### src/rtl/priority_scan_enc_if.sv
// Request/index handshake bundle for priority_scan_enc.
// master drives requests and accepts indices; slave is the encoder.
interface priority_scan_enc_if #(
  parameter int WIDTH = 8
);
  localparam int IDX_W = $clog2(WIDTH);
  localparam int CNT_W = $clog2(WIDTH + 1);

  logic             in_valid;
  logic             in_ready;
  logic [WIDTH-1:0] in_req;
  logic             out_valid;
  logic             out_ready;
  logic [IDX_W-1:0] out_idx;
  logic             out_last;
  logic [CNT_W-1:0] hit_cnt;
  logic             zero_req;

  modport master (
    output in_valid,
    output in_req,
    output out_ready,
    input  in_ready,
    input  out_valid,
    input  out_idx,
    input  out_last,
    input  hit_cnt,
    input  zero_req
  );

  modport slave (
    input  in_valid,
    input  in_req,
    input  out_ready,
    output in_ready,
    output out_valid,
    output out_idx,
    output out_last,
    output hit_cnt,
    output zero_req
  );
endinterface

### src/rtl/priority_scan_enc.sv
// Serialises a captured request vector into set-bit indices, bit 0 first.
// Optional PSE_FLUSH_EN adds a flush input that aborts a running scan.
module priority_scan_enc #(
  parameter int WIDTH = 8
) (
  input logic clk,
  input logic rst,
`ifdef PSE_FLUSH_EN
  input logic flush,
`endif
  priority_scan_enc_if.slave bus
);
  localparam int IDX_W = $clog2(WIDTH);
  localparam int CNT_W = $clog2(WIDTH + 1);

  typedef enum logic {
    IDLE,
    SCAN
  } state_t;

  state_t           state_q;
  state_t           state_d;
  logic [WIDTH-1:0] pending_q;
  logic [WIDTH-1:0] pending_d;
  logic [CNT_W-1:0] hit_q;
  logic [CNT_W-1:0] hit_d;
  logic             zero_q;
  logic             zero_d;
  logic [IDX_W-1:0] low_idx;
  logic [CNT_W-1:0] req_cnt;
  logic [WIDTH-1:0] pend_drop;
  logic             one_left;

  always_comb begin
    low_idx = '0;
    for (int i = WIDTH - 1; i >= 0; i--) begin
      if (pending_q[i]) low_idx = IDX_W'(i);
    end
  end

  always_comb begin
    req_cnt = '0;
    for (int i = 0; i < WIDTH; i++) begin
      req_cnt = req_cnt + CNT_W'(bus.in_req[i]);
    end
  end

  // x & (x-1) strips the lowest set bit
  assign pend_drop = pending_q & (pending_q - WIDTH'(1));
  assign one_left  = (pending_q != '0) && (pend_drop == '0);

  always_comb begin
    state_d   = state_q;
    pending_d = pending_q;
    hit_d     = hit_q;
    zero_d    = 1'b0;
    unique case (state_q)
      IDLE: begin
        if (bus.in_valid) begin
          pending_d = bus.in_req;
          hit_d     = req_cnt;
          if (bus.in_req != '0) state_d = SCAN;
          else                  zero_d  = 1'b1;
        end
      end
      SCAN: begin
`ifdef PSE_FLUSH_EN
        if (flush) begin
          pending_d = '0;
          state_d   = IDLE;
        end else
`endif
        if (bus.out_ready) begin
          pending_d = pend_drop;
          if (one_left) state_d = IDLE;
        end
      end
      default: state_d = IDLE;
    endcase
  end

  always_ff @(posedge clk or posedge rst) begin
    if (rst) begin
      state_q   <= IDLE;
      pending_q <= '0;
      hit_q     <= '0;
      zero_q    <= 1'b0;
    end else begin
      state_q   <= state_d;
      pending_q <= pending_d;
      hit_q     <= hit_d;
      zero_q    <= zero_d;
    end
  end

  assign bus.in_ready  = (state_q == IDLE);
  assign bus.out_valid = (state_q == SCAN);
  assign bus.out_idx   = low_idx;
  assign bus.out_last  = one_left;
  assign bus.hit_cnt   = hit_q;
  assign bus.zero_req  = zero_q;
endmodule

### src/flat_wrapper.sv
// flat-port wrapper written by rule: the top's interface ports become plain ports
module priority_scan_enc_flat 
#(
  parameter int WIDTH = 8
)
  (clk, rst, bus_in_valid, bus_in_req, bus_out_ready, bus_in_ready, bus_out_valid, bus_out_idx, bus_out_last, bus_hit_cnt, bus_zero_req);
  priority_scan_enc_if #(.WIDTH(WIDTH)) bus_i ();
  input logic clk;
  input logic rst;
  input wire logic [$bits(bus_i.in_valid)-1:0] bus_in_valid;
  input wire logic [$bits(bus_i.in_req)-1:0] bus_in_req;
  input wire logic [$bits(bus_i.out_ready)-1:0] bus_out_ready;
  output wire logic [$bits(bus_i.in_ready)-1:0] bus_in_ready;
  output wire logic [$bits(bus_i.out_valid)-1:0] bus_out_valid;
  output wire logic [$bits(bus_i.out_idx)-1:0] bus_out_idx;
  output wire logic [$bits(bus_i.out_last)-1:0] bus_out_last;
  output wire logic [$bits(bus_i.hit_cnt)-1:0] bus_hit_cnt;
  output wire logic [$bits(bus_i.zero_req)-1:0] bus_zero_req;
  assign bus_i.in_valid = bus_in_valid;
  assign bus_i.in_req = bus_in_req;
  assign bus_i.out_ready = bus_out_ready;
  assign bus_in_ready = bus_i.in_ready;
  assign bus_out_valid = bus_i.out_valid;
  assign bus_out_idx = bus_i.out_idx;
  assign bus_out_last = bus_i.out_last;
  assign bus_hit_cnt = bus_i.hit_cnt;
  assign bus_zero_req = bus_i.zero_req;
  priority_scan_enc #(.WIDTH(WIDTH)) u_core (.clk(clk), .rst(rst), .bus(bus_i));
endmodule
### config.mk
export PLATFORM = sky130hd
export DESIGN_NAME = priority_scan_enc_flat
export DESIGN_NICKNAME = d
export VERILOG_FILES = /design/src/rtl/priority_scan_enc_if.sv /design/src/rtl/priority_scan_enc.sv /design/src/flat_wrapper.sv
export SDC_FILE = /design/constraint.sdc
export NUM_CORES = 1
export LEC_CHECK = 0
export BUFFER_PORTS_ARGS = -buffer_cell sky130_fd_sc_hd__clkbuf_2
export CORE_ASPECT_RATIO = 2
export CORE_UTILIZATION = 30
export DETAILED_ROUTE_END_ITERATION = 7
export RECOVER_POWER = 25
export SYNTH_ARGS = -nofsm -noshare
export SYNTH_HDL_FRONTEND = slang
export SYNTH_SLANG_ARGS = --single-unit
### constraint.sdc
create_clock -name clk -period 2.2 [get_ports clk]
set_clock_uncertainty 0.15 [all_clocks]
set_input_delay 0.55 -clock clk [delete_from_list [all_inputs] [get_ports clk]]
set_output_delay 0.55 -clock clk [all_outputs]
set_load 0.03 [all_outputs]
==> run_results.csv, run 1 <==
group,metric,value,unit
status,status,"complete, but fails checks",
status,failed_checks,"setup timing",
floorplanning,initial_core_util,32.2,%
setup_path,timing.rr.end,"u_core.bus.out_valid$_DFF_PP0_",
synthesis,ys_seq_area_share,36.1,%
clock_network,cts_tree,"built",
finish,layout_commonest_cell,"buf_4",
clock_network,clock_latency,0.24,ns
power_and_ir_drop,intPower,0.00113,W
clock_network,cts_root_buffer,"clkbuf_8",
setup_path,required,2.22,ns
synthesis,ys_seq_elements,14,
synthesis,yosys_warnings,0,
synthesis,syn-mean-instance-area,8.74,µm²
finish,finish.utilization,47.0,%
sta,timing.final.crit_share,132,%
power_and_ir_drop,power_switching,0.000942,W
power_and_ir_drop,swShare,45.4,%
synthesis,syn_nets,131,
floorplanning,fp.coreArea,3010,µm²
routing,wl_per_cell,13.7,µm
setup_path,crit_buf_inv,5,
sta,rsz0062_at_grt,"yes",
setup_path,path_max_fanout,2,
synthesis,synth_cells,111,
power_and_ir_drop,p_clk_share,11.8,%
clock_network,path_clk_slew,0.06,ns
global_routing,grt_pass1_vias,945,
routing,post-route-drc-count,0,
placement,gp_congestion,0.779,
synthesis,synth_top_family_by_area,"compound AO/OA/AOI/OAI gates",
synthesis,synth_fa_ha_area_share,14.5,%
job,maxCapViolations,0,
power_and_ir_drop,p_leak,0.711,nW
setup_path,crit_path_start_kind,"primary input",
global_routing,grt_start_max_net_pins,16,
global_routing,grtUsageTotal,15.8,%
sta,fin_ws,-0.703,ns
finish,multi_input_area,576,µm²
setup_path,crit_arrival,2.93,ns
setup_path,crit_family,"adder cells",
setup_path,r2r-start,"u_core.pending_q[0]$_DFFE_PP0P_",
synthesis,yosys.area_share.simple,15.4,%
setup_path,crit_type,"primary input to flip-flop",
sta,final-hold-violation-count,0,
global_routing,grt_overflow,0,
routing,firstDrtPassIters,4,
placement,port_buffers,22,
clock_network,cts_sinks,14,
sta,max_freq,344,MHz
global_routing,grt_first_pass_wirelength,4.17,mm
clock_network,clockBufferDepth,2,
routing,ant_nets,0,
power_and_ir_drop,ir_drop,0.934,mV
setup_path,timing.reg2reg.setup_slack,0.43,ns
power_and_ir_drop,powerDensity,1460,nW/µm²
routing,vias_per_cell,5.08,
setup_path,worst_path_max_delay_cell,"fa_1",
setup_path,crit_path_cell_trace,"clkbuf_16 > inv_12 > ha_4 > inv_2 > fa_1 > fa_1 > inv_1 > fa_2 > inv_2 > fa_2 > a21oi_2",
clock_network,h-tree-depth,1,
synthesis,synthXorXnorAreaFrac,1.81,%
sta,setup_tns,-2.58,ns
power_and_ir_drop,p_seq_share,22.7,%
routing,drtIter0Drc,14,
sta,setup_viol,5,
finish,regArea,350,µm²
min_path,min_path_type,"primary input to async pin",
floorplanning,die_h,82.4,µm
routing,wl,2.52,mm
synthesis,netlist_area,970,µm²
floorplanning,row_count,28,
finish,drive_above_1_share,40.3,%
finish,synthToLayoutAreaGrowth,46.1,%
sta,worst_pin_slew,0.552,ns
global_routing,antenna_found_initial,0,
routing,vias,934,
sta,relSlewSlack,63.2,%
setup_path,end_kind,"flip-flop",
power_and_ir_drop,total_power,0.00207,W
floorplanning,ios,23,
finish,nFillCells,281,
floorplanning,die_x,42.2,µm
power_and_ir_drop,power_frac_comb,65.4,%
synthesis,synth-compound-area-share,20.5,%
finish,finalNetCount,175,
placement,hpwl,2.02,mm
sta,min_period,2.90,ns
synthesis,yosysUniqueCellTypes,31,
setup_path,critPathMaxStageDelay,0.49,ns
floorplanning,die_area,3480,µm²
finish,final_cell_mix,"buf_4 (20), clkbuf_2 (17), inv_1 (14), dfrtp_1 (14), nand2_1 (12)",
finish,diodes,0,
clock_network,cts_made_buffers,3,
synthesis,synth_mux_area_share,3.10,%
sta,slew_violations,0,
setup_path,rr_worst_depth,6,
-- synthesized netlist by cell type --
cell type,instances,area (µm²)
a21oi_1,9,45.0
dfrtp_1,14,350
nor4_4,1,21.3
o21bai_1,1,7.51
inv_1,18,67.6
fa_1,4,80.1
nor4b_1,1,8.76
o211ai_1,2,15.0
ha_1,4,50.1
nor2_1,9,33.8
nand3_1,3,15.0
xnor2_1,1,8.76
a2111o_1,1,11.3
o22ai_1,3,18.8
o21ai_0,8,40.0
o31ai_1,2,15.0
mux2i_1,3,30.0
nand4_1,1,6.26
o21ai_1,1,5.00
nand2_1,12,45.0
clkbuf_1,3,11.3
a21boi_0,1,7.51
and2_1,1,6.26
nor2b_1,1,6.26
o311ai_0,1,8.76
buf_2,1,5.00
nand2b_1,1,6.26
a41oi_2,1,16.3
xor2_1,1,8.76
a211o_1,1,8.76
maj3_1,1,10.0
-- state kept, by name (all words and copies together), names as in the netlist --
| signal | cells |
|---|---|
| u_core.pending_q | 8 |
| u_core.bus.hit_cnt | 4 |
| u_core.bus.out_valid | 1 |
| u_core.bus.zero_req | 1 |
-- what timing repair did --
action                                  in CTS  in global routing
gates resized for setup                     11                  4
setup buffers                                1                  1
hold buffers                                 0                  0
endpoints found under the setup margin       6                  7
pin swaps                                    2                  2
-- worst reg2reg max path, stage by stage (launching register included) --
cell and delay [ns]:
dfrtp_1 0.40, nor4_4 0.32, nand2_1 0.10, xnor2_1 0.14, o31ai_2 0.24, buf_4 0.16
a41oi_2 0.11
-- power by group through the flow --
| stage | sequential [W] | clock [W] | combinational [W] |
|---|---|---|---|
| after floorplan | 0.000517 | 0 | 0.000735 |
| after global placement | 0.000466 | 0 | 0.00122 |
| after detailed placement | 0.000471 | 0 | 0.00124 |
| after CTS | 0.000467 | 0.000256 | 0.00135 |
| after global routing | 0.000488 | 0.000263 | 0.00147 |
| final | 0.000472 | 0.000246 | 0.00136 |
-- worst max-delay path by stage --
| stage | from | to | cells after the start |
|---|---|---|---|
| finish | bus_in_req[1] | u_core.bus.hit_cnt[1]$_DFFE_PP0P_ | 11 |
| global route | bus_in_req[1] | u_core.bus.hit_cnt[1]$_DFFE_PP0P_ | 11 |
| CTS | bus_in_req[1] | u_core.bus.hit_cnt[1]$_DFFE_PP0P_ | 11 |
| detailed placement | bus_in_req[1] | u_core.bus.hit_cnt[1]$_DFFE_PP0P_ | 11 |
| global placement | bus_in_req[1] | u_core.bus.hit_cnt[1]$_DFFE_PP0P_ | 11 |
| floorplan | bus_in_req[1] | u_core.bus.hit_cnt[1]$_DFFE_PP0P_ | 10 |
-- through the flow --
step / cell area (µm²) / setup WS (ns) / hold WS (ns) / cells
floorplan: 1010 / -0.761 / 0.289 / 111
global placement: 1280 / -1.00 / 0.310 / 178
detailed placement: 1280 / -1.04 / 0.322 / 178
CTS: 1400 / -0.702 / 0.193 / 183
global route: 1420 / -0.773 / 0.229 / 184
finish: 1420 / -0.703 / 0.177 / 184
-- metal layers --
| metal | track usage (%) | up-vias | part of all wire, % |
|---|---|---|---|
| li1 | - | 460 | - |
| met1 | 14.8 | 451 | 36 |
| met2 | 33.1 | 21 | 60 |
| met3 | 1.09 | 2 | 2.5 |
| met4 | 6.88 | 0 | 1.2 |
| met5 | 0 | - | 0 |
-- area by class of cell --
type | instances | share of cell area [%]
well taps | 30 | 2.65
repair buffers | 43 | 22.1
flip-flops and latches | 14 | 24.7
clock buffers | 4 | 3.89
multi-input cells | 75 | 40.6
inverters | 18 | 6.01
-- cells by family (layout without fill, tap and decap cells) --
family	after synthesis	in the layout
flops	14	14
fa+ha+maj	9	9
mux	3	3
simple gates	30	30
buf+inv	22	65
compound gates	31	31
xor+xnor	2	2
Power figures use the tool's default switching activity.
==> run 2, diff against run 1 <==
--- a/config.mk
+++ b/config.mk
@@ -6,10 +6,10 @@
 export NUM_CORES = 1
 export LEC_CHECK = 0
 export BUFFER_PORTS_ARGS = -buffer_cell sky130_fd_sc_hd__clkbuf_2
-export CORE_ASPECT_RATIO = 2
 export CORE_UTILIZATION = 30
 export DETAILED_ROUTE_END_ITERATION = 7
 export RECOVER_POWER = 25
 export SYNTH_ARGS = -nofsm -noshare
 export SYNTH_HDL_FRONTEND = slang
 export SYNTH_SLANG_ARGS = --single-unit
+export TNS_END_PERCENT = 10
==> constraint.sdc (replaced) <==
create_clock -name clk -period 3 [get_ports clk]
set_clock_uncertainty 0.15 [all_clocks]
set_input_delay 0.75 -clock clk [delete_from_list [all_inputs] [get_ports clk]]
set_output_delay 0.75 -clock clk [all_outputs]
set_load 0.03 [all_outputs]
==> run 2 against run 1 <==
The run still ends with setup timing left. Critical endpoint unchanged. Worst hold slack gained 0.16 ns. Sequential share of layout area grew 3.4 points. Worst setup slack better by 0.63 ns. Sequential power is 21% lower. Power down 40%. Core utilization fell by 6.2 points. First-iteration DRC count up 71%. Critical path depth unchanged. Die area is 0.38% lower.
==> run_results.csv, run 2 (synthesized netlist as in run 1, its figures left out) <==
group,metric,value,unit
sta,relSlewSlack,62.3,%
clock_network,clock_latency,0.28,ns
finish,diodes,0,
finish,final_cells,183,
clock_network,clockBufferDepth,2,
finish,regMostFlops,"u_core.pending_q",
clock_network,h-tree-depth,1,
min_path,min_path_type,"primary input to async pin",
finish,final_cell_mix,"clkbuf_2 (20), dfrtp_1 (14), inv_1 (13)",
setup_path,critPathMaxStageDelay,0.53,ns
setup_path,crit_path_cell_trace,"buf_8 > inv_4 > ha_4 > inv_2 > fa_1 > fa_1 > inv_2 > fa_2 > inv_2 > fa_1 > a21oi_1",
clock_network,cts_root_buffer,"clkbuf_4",
global_routing,grt_pass1_vias,860,
setup_path,worst_path_max_delay_cell,"fa_1",
power_and_ir_drop,powerDensity,992,nW/µm²
setup_path,crit_path_start_kind,"primary input",
power_and_ir_drop,power_frac_comb,58.8,%
finish,synthToLayoutAreaGrowth,28.4,%
sta,min_period,3.07,ns
finish,largest_register_ffs,8,
power_and_ir_drop,power_switching,0.000633,W
routing,ant_nets,0,
placement,pre_cts_ws,-0.390,ns
clock_network,cts_tree,"built",
global_routing,grt_start_max_net_pins,16,
global_routing,grt_first_pass_wirelength,3.88,mm
sta,slew_violations,0,
status,failed_checks,"setup timing",
global_routing,grt_overflow,0,
floorplanning,initial_core_util,31.8,%
floorplanning,die_h,58.9,µm
setup_path,path_max_fanout,2,
routing,wl,2.25,mm
status,status,"complete, but fails checks",
floorplanning,row_count,20,
clock_network,cts_sinks,14,
power_and_ir_drop,p_clk_share,11.2,%
global_routing,grtUsageTotal,15.1,%
setup_path,crit_type,"primary input to flip-flop",
routing,vias_per_cell,4.84,
floorplanning,die_area,3460,µm²
setup_path,crit_arrival,3.14,ns
clock_network,cts_made_buffers,3,
global_routing,antenna_found_initial,0,
routing,firstDrtPassIters,4,
sta,final-hold-violation-count,0,
routing,post-route-drc-count,0,
floorplanning,die_x,58.9,µm
sta,timing.final.crit_share,102,%
placement,dp.cells,178,
power_and_ir_drop,p_leak,0.615,nW
setup_path,required,3.06,ns
finish,finalNetCount,160,
clock_network,path_clk_slew,0.09,ns
finish,layout_commonest_cell,"clkbuf_2",
finish,stdcell_area,1240,µm²
routing,vias,885,
finish,nFillCells,333,
sta,setup_viol,2,
sta,worst_pin_slew,0.564,ns
placement,port_buffers,22,
sta,max_freq,325,MHz
power_and_ir_drop,intPower,0.000602,W
finish,drive_above_1_share,30.2,%
power_and_ir_drop,ir_drop,0.255,mV
sta,fin_ws,-0.0725,ns
setup_path,end_kind,"flip-flop",
placement,hpwl,1.74,mm
floorplanning,fp.coreArea,3050,µm²
placement,place_area,1160,µm²
power_and_ir_drop,p_seq_share,30.0,%
power_and_ir_drop,swShare,51.2,%
placement,gp_congestion,0.837,
routing,wl_per_cell,12.3,µm
routing,drtIter0Drc,24,
clock_network,cts_hold_buf,0,
sta,rsz0062_at_grt,"yes",
floorplanning,ios,23,
job,maxCapViolations,0,
[run 2: cell types whose count changed in the layout (fill, tap and decap cells not counted), moves of 2 or more]
| cell | before | now |
|---|---|---|
| buf_4 | 20 | 6 |
| clkbuf_8 | 5 | 1 |
| clkbuf_2 | 17 | 20 |
| a21oi_1 | 7 | 9 |
| a21oi_2 | 2 | 0 |
| clkbuf_4 | 1 | 3 |
| inv_4 | 0 | 2 |
[run 2: final cells by class]
cell class              count  area [µm²]  share of cell area, %
inverters                  18        72.6                   5.83
clock buffers               4        36.3                   2.91
multi-input cells          75         556                   44.6
flip-flops and latches     14         350                   28.1
repair buffers             28         175                   14.1
well taps                  44        55.1                   4.42
[run 2: metrics by stage]
step	setup TNS [ns]	hold WS [ns]	total power, W	util, %
floorplan	-0.341	0.422	0.000892	-
global placement	-0.733	0.311	0.00106	38.0
detailed placement	-0.841	0.317	0.00108	38.0
CTS	-0.0573	0.338	0.00122	39.1
global route	-0.345	0.395	0.00134	40.8
finish	-0.134	0.336	0.00124	40.8
[run 2: worst max-delay path, delay by kind of cell]
kind	cells	cell delay, ns
AOI/OAI and AO/OA	1	0.14
adders and majority gates	5	1.99
buffers and inverters	5	0.25
[run 2: worst paths after layout]
kind	from	end	slack (ns)	depth (start not counted)
setup reg to reg	u_core.pending_q[0]$_DFFE_PP0P_	u_core.bus.out_valid$_DFF_PP0_	1.25	5
max in group asynchronous	rst	u_core.bus.hit_cnt[2]$_DFFE_PP0P_	1.99	2
min in group clk	u_core.bus.hit_cnt[0]$_DFFE_PP0P_	u_core.bus.hit_cnt[0]$_DFFE_PP0P_	0.34	2
hold reg to reg	u_core.bus.hit_cnt[0]$_DFFE_PP0P_	u_core.bus.hit_cnt[0]$_DFFE_PP0P_	0.34	2
setup / recovery	bus_in_req[0]	u_core.bus.hit_cnt[1]$_DFFE_PP0P_	-0.07	11
hold / removal	rst	u_core.bus.hit_cnt[1]$_DFFE_PP0P_	0.34	2
[run 2: per-layer routing]
layer	GRT usage (%)	vias to the layer above	share of wire, %
met2	25.5	18	50
li1	-	437	-
met3	3.30	5	3.7
met4	4.42	0	0.93
met5	0	-	0
met1	19.2	425	45
[run 2: what timing repair did]
action,4_1_cts,5_1_grt
setup buffers,0,1
pin swaps,1,6
resized for setup,3,13
endpoints found under the setup margin,2,3
[run 2: power groups by stage]
stage	clock, W	combinational (W)	sequential [W]
finish	0.000138	0.000726	0.000371
global route	0.000149	0.000803	0.000386
global placement	0	0.000691	0.000367
CTS	0.000141	0.000710	0.000369
floorplan	0	0.000512	0.000379
detailed placement	0	0.000705	0.000372
==> run 3, diff against run 2 <==
--- a/config.mk
+++ b/config.mk
@@ -6,6 +6,7 @@
 export NUM_CORES = 1
 export LEC_CHECK = 0
 export BUFFER_PORTS_ARGS = -buffer_cell sky130_fd_sc_hd__clkbuf_2
+export CORE_MARGIN = 2
 export CORE_UTILIZATION = 30
 export DETAILED_ROUTE_END_ITERATION = 7
 export RECOVER_POWER = 25
==> run 3 against run 2 <==
The flow still finishes with violations (setup timing). First-iteration DRC count grew 17%. Power increased by 0.45%. Non-clock buffer count down 1. Largest power group unchanged. Highest routed layer unchanged.
==> run_results.csv, run 3 (synthesized netlist as in run 1, its figures left out) <==
group,metric,value,unit
setup_path,crit_arrival,3.17,ns
routing,firstDrtPassIters,4,
setup_path,end_kind,"flip-flop",
setup_path,crit_type,"primary input to flip-flop",
setup_path,crit_path_start_kind,"primary input",
finish,drive_above_1_share,31.2,%
clock_network,cts_made_buffers,3,
finish,finalNetCount,159,
floorplanning,initial_core_util,31.8,%
finish,diodes,0,
floorplanning,die_h,60.9,µm
placement,gp_congestion,0.891,
setup_path,critPathMaxStageDelay,0.53,ns
global_routing,grt_pass1_vias,875,
finish,largest_register_ffs,8,
sta,fin_ws,-0.110,ns
sta,worst_pin_slew,0.578,ns
floorplanning,ios,23,
routing,drtIter0Drc,28,
setup_path,r2r-start,"u_core.pending_q[0]$_DFFE_PP0P_",
setup_path,crit_family,"adder cells",
power_and_ir_drop,ir_drop,0.271,mV
routing,vias,893,
placement,port_buffers,22,
clock_network,cts_root_buffer,"clkbuf_4",
sta,timing.final.crit_share,104,%
routing,ant_nets,0,
power_and_ir_drop,powerDensity,998,nW/µm²
clock_network,cts_sinks,14,
global_routing,grt_start_max_net_pins,16,
finish,nFillCells,341,
global_routing,grtUsageTotal,14.4,%
floorplanning,die_area,3700,µm²
floorplanning,fp.coreArea,3050,µm²
finish,final_cell_mix,"clkbuf_2 (20), dfrtp_1 (14), inv_1 (13)",
clock_network,clock_latency,0.27,ns
setup_path,worst_path_max_delay_cell,"fa_1",
min_path,hp-start,"u_core.bus.hit_cnt[0]$_DFFE_PP0P_",
sta,max_freq,322,MHz
status,status,"complete, but fails checks",
finish,regMostFlops,"u_core.pending_q",
setup_path,crit_top_cell,"inv_2",
sta,relSlewSlack,61.4,%
routing,post-route-drc-count,0,
sta,setup_viol,2,
status,failed_checks,"setup timing",
floorplanning,die_x,60.9,µm
routing,wl_per_cell,12.3,µm
floorplanning,row_count,20,
finish,layout_commonest_cell,"clkbuf_2",
finish,synthToLayoutAreaGrowth,28.3,%
sta,rsz0062_at_grt,"yes",
setup_path,path_max_fanout,2,
min_path,holdPathStages,2,
sta,min_period,3.11,ns
min_path,min_path_type,"flip-flop to flip-flop",
power_and_ir_drop,p_leak,0.610,nW
min_path,worstHoldEndpoint,"u_core.bus.hit_cnt[0]$_DFFE_PP0P_",
clock_network,path_clk_slew,0.08,ns
global_routing,antenna_found_initial,0,
sta,holdWs,0.335,ns
placement,hpwl,1.72,mm
global_routing,grt_first_pass_wirelength,3.96,mm
setup_path,crit_path_cell_trace,"buf_8 > inv_4 > ha_4 > inv_2 > fa_1 > fa_1 > inv_2 > fa_2 > inv_2 > fa_2 > a21oi_2",
placement,pre_cts_ws,-0.402,ns
clock_network,h-tree-depth,1,
global_routing,grt_overflow,0,
sta,final-hold-violation-count,0,
clock_network,cts_tree,"built",
sta,slew_violations,0,
job,maxCapViolations,0,
setup_path,timing.reg2reg.setup_slack,1.23,ns
setup_path,timing.rr.end,"u_core.bus.out_valid$_DFF_PP0_",
setup_path,required,3.06,ns
clock_network,clockBufferDepth,2,
setup_path,crit_buf_inv,5,
routing,vias_per_cell,4.91,
setup_path,rr_worst_depth,5,
routing,wl,2.23,mm
-- run 3: layout make-up --
type	instances	area (µm²)	share of cell area, %
Sequential cell	14	350	28.2
Timing Repair Buffer	27	168	13.5
Inverter	18	72.6	5.84
Tap cell	44	55.1	4.43
Multi-Input combinational cell	75	562	45.2
Clock buffer	4	36.3	2.92
-- run 3: worst max path at each step --
stage	startpoint	to	slack, ns	cells past startpoint
after floorplan	bus_in_req[0]	u_core.bus.hit_cnt[1]$_DFFE_PP0P_	-0.20	10
after global placement	bus_in_req[0]	u_core.bus.hit_cnt[1]$_DFFE_PP0P_	-0.34	11
after detailed placement	bus_in_req[0]	u_core.bus.hit_cnt[1]$_DFFE_PP0P_	-0.40	11
after CTS	bus_in_req[0]	u_core.bus.hit_cnt[1]$_DFFE_PP0P_	-0.06	11
after global routing	bus_in_req[0]	u_core.bus.hit_cnt[1]$_DFFE_PP0P_	-0.17	11
final	bus_in_req[0]	u_core.bus.hit_cnt[1]$_DFFE_PP0P_	-0.11	11
-- run 3: layer usage --
| layer | up-vias | GRT usage, % | routed length [µm] | part of all wire, % |
|---|---|---|---|---|
| met5 | - | 0 | 0 | 0 |
| met4 | 0 | 5.59 | 8 | 0.36 |
| met3 | 2 | 1.92 | 126 | 5.6 |
| met2 | 28 | 23.2 | 1080 | 49 |
| met1 | 427 | 19.6 | 1010 | 45 |
| li1 | 436 | - | - | - |
-- run 3: repair_timing --
action,in CTS,in global routing
resized for setup,3,13
pin swaps,1,6
hold buffers,0,0
setup buffers,0,1
setup endpoints to repair,2,3
-- run 3: where the power goes --
part           switching, W  internal (W)  leakage (nW)
clock network     0.0000611     0.0000737        0.0210
registers          0.000113      0.000255         0.181
logic              0.000461      0.000276         0.408
total              0.000636      0.000605         0.610
-- run 3: tightest hold or removal path, cell delays in order (launching register included) --
cell     delay, ns
dfrtp_1       0.35
nand2_1       0.05
nand2_1       0.06
-- run 3: stage by stage --
stage / setup TNS (ns) / total power [W] / utilization [%] / instance area [µm²] / instances
2_1_floorplan: -0.341 / 0.000892 / - / 972 / 111
3_3_place_gp: -0.742 / 0.00106 / 37.7 / 1150 / 177
3_5_place_dp: -0.888 / 0.00107 / 37.7 / 1150 / 177
4_1_cts: -0.0710 / 0.00122 / 38.9 / 1190 / 181
5_1_grt: -0.276 / 0.00135 / 40.7 / 1240 / 182
6_report: -0.146 / 0.00124 / 40.7 / 1240 / 182
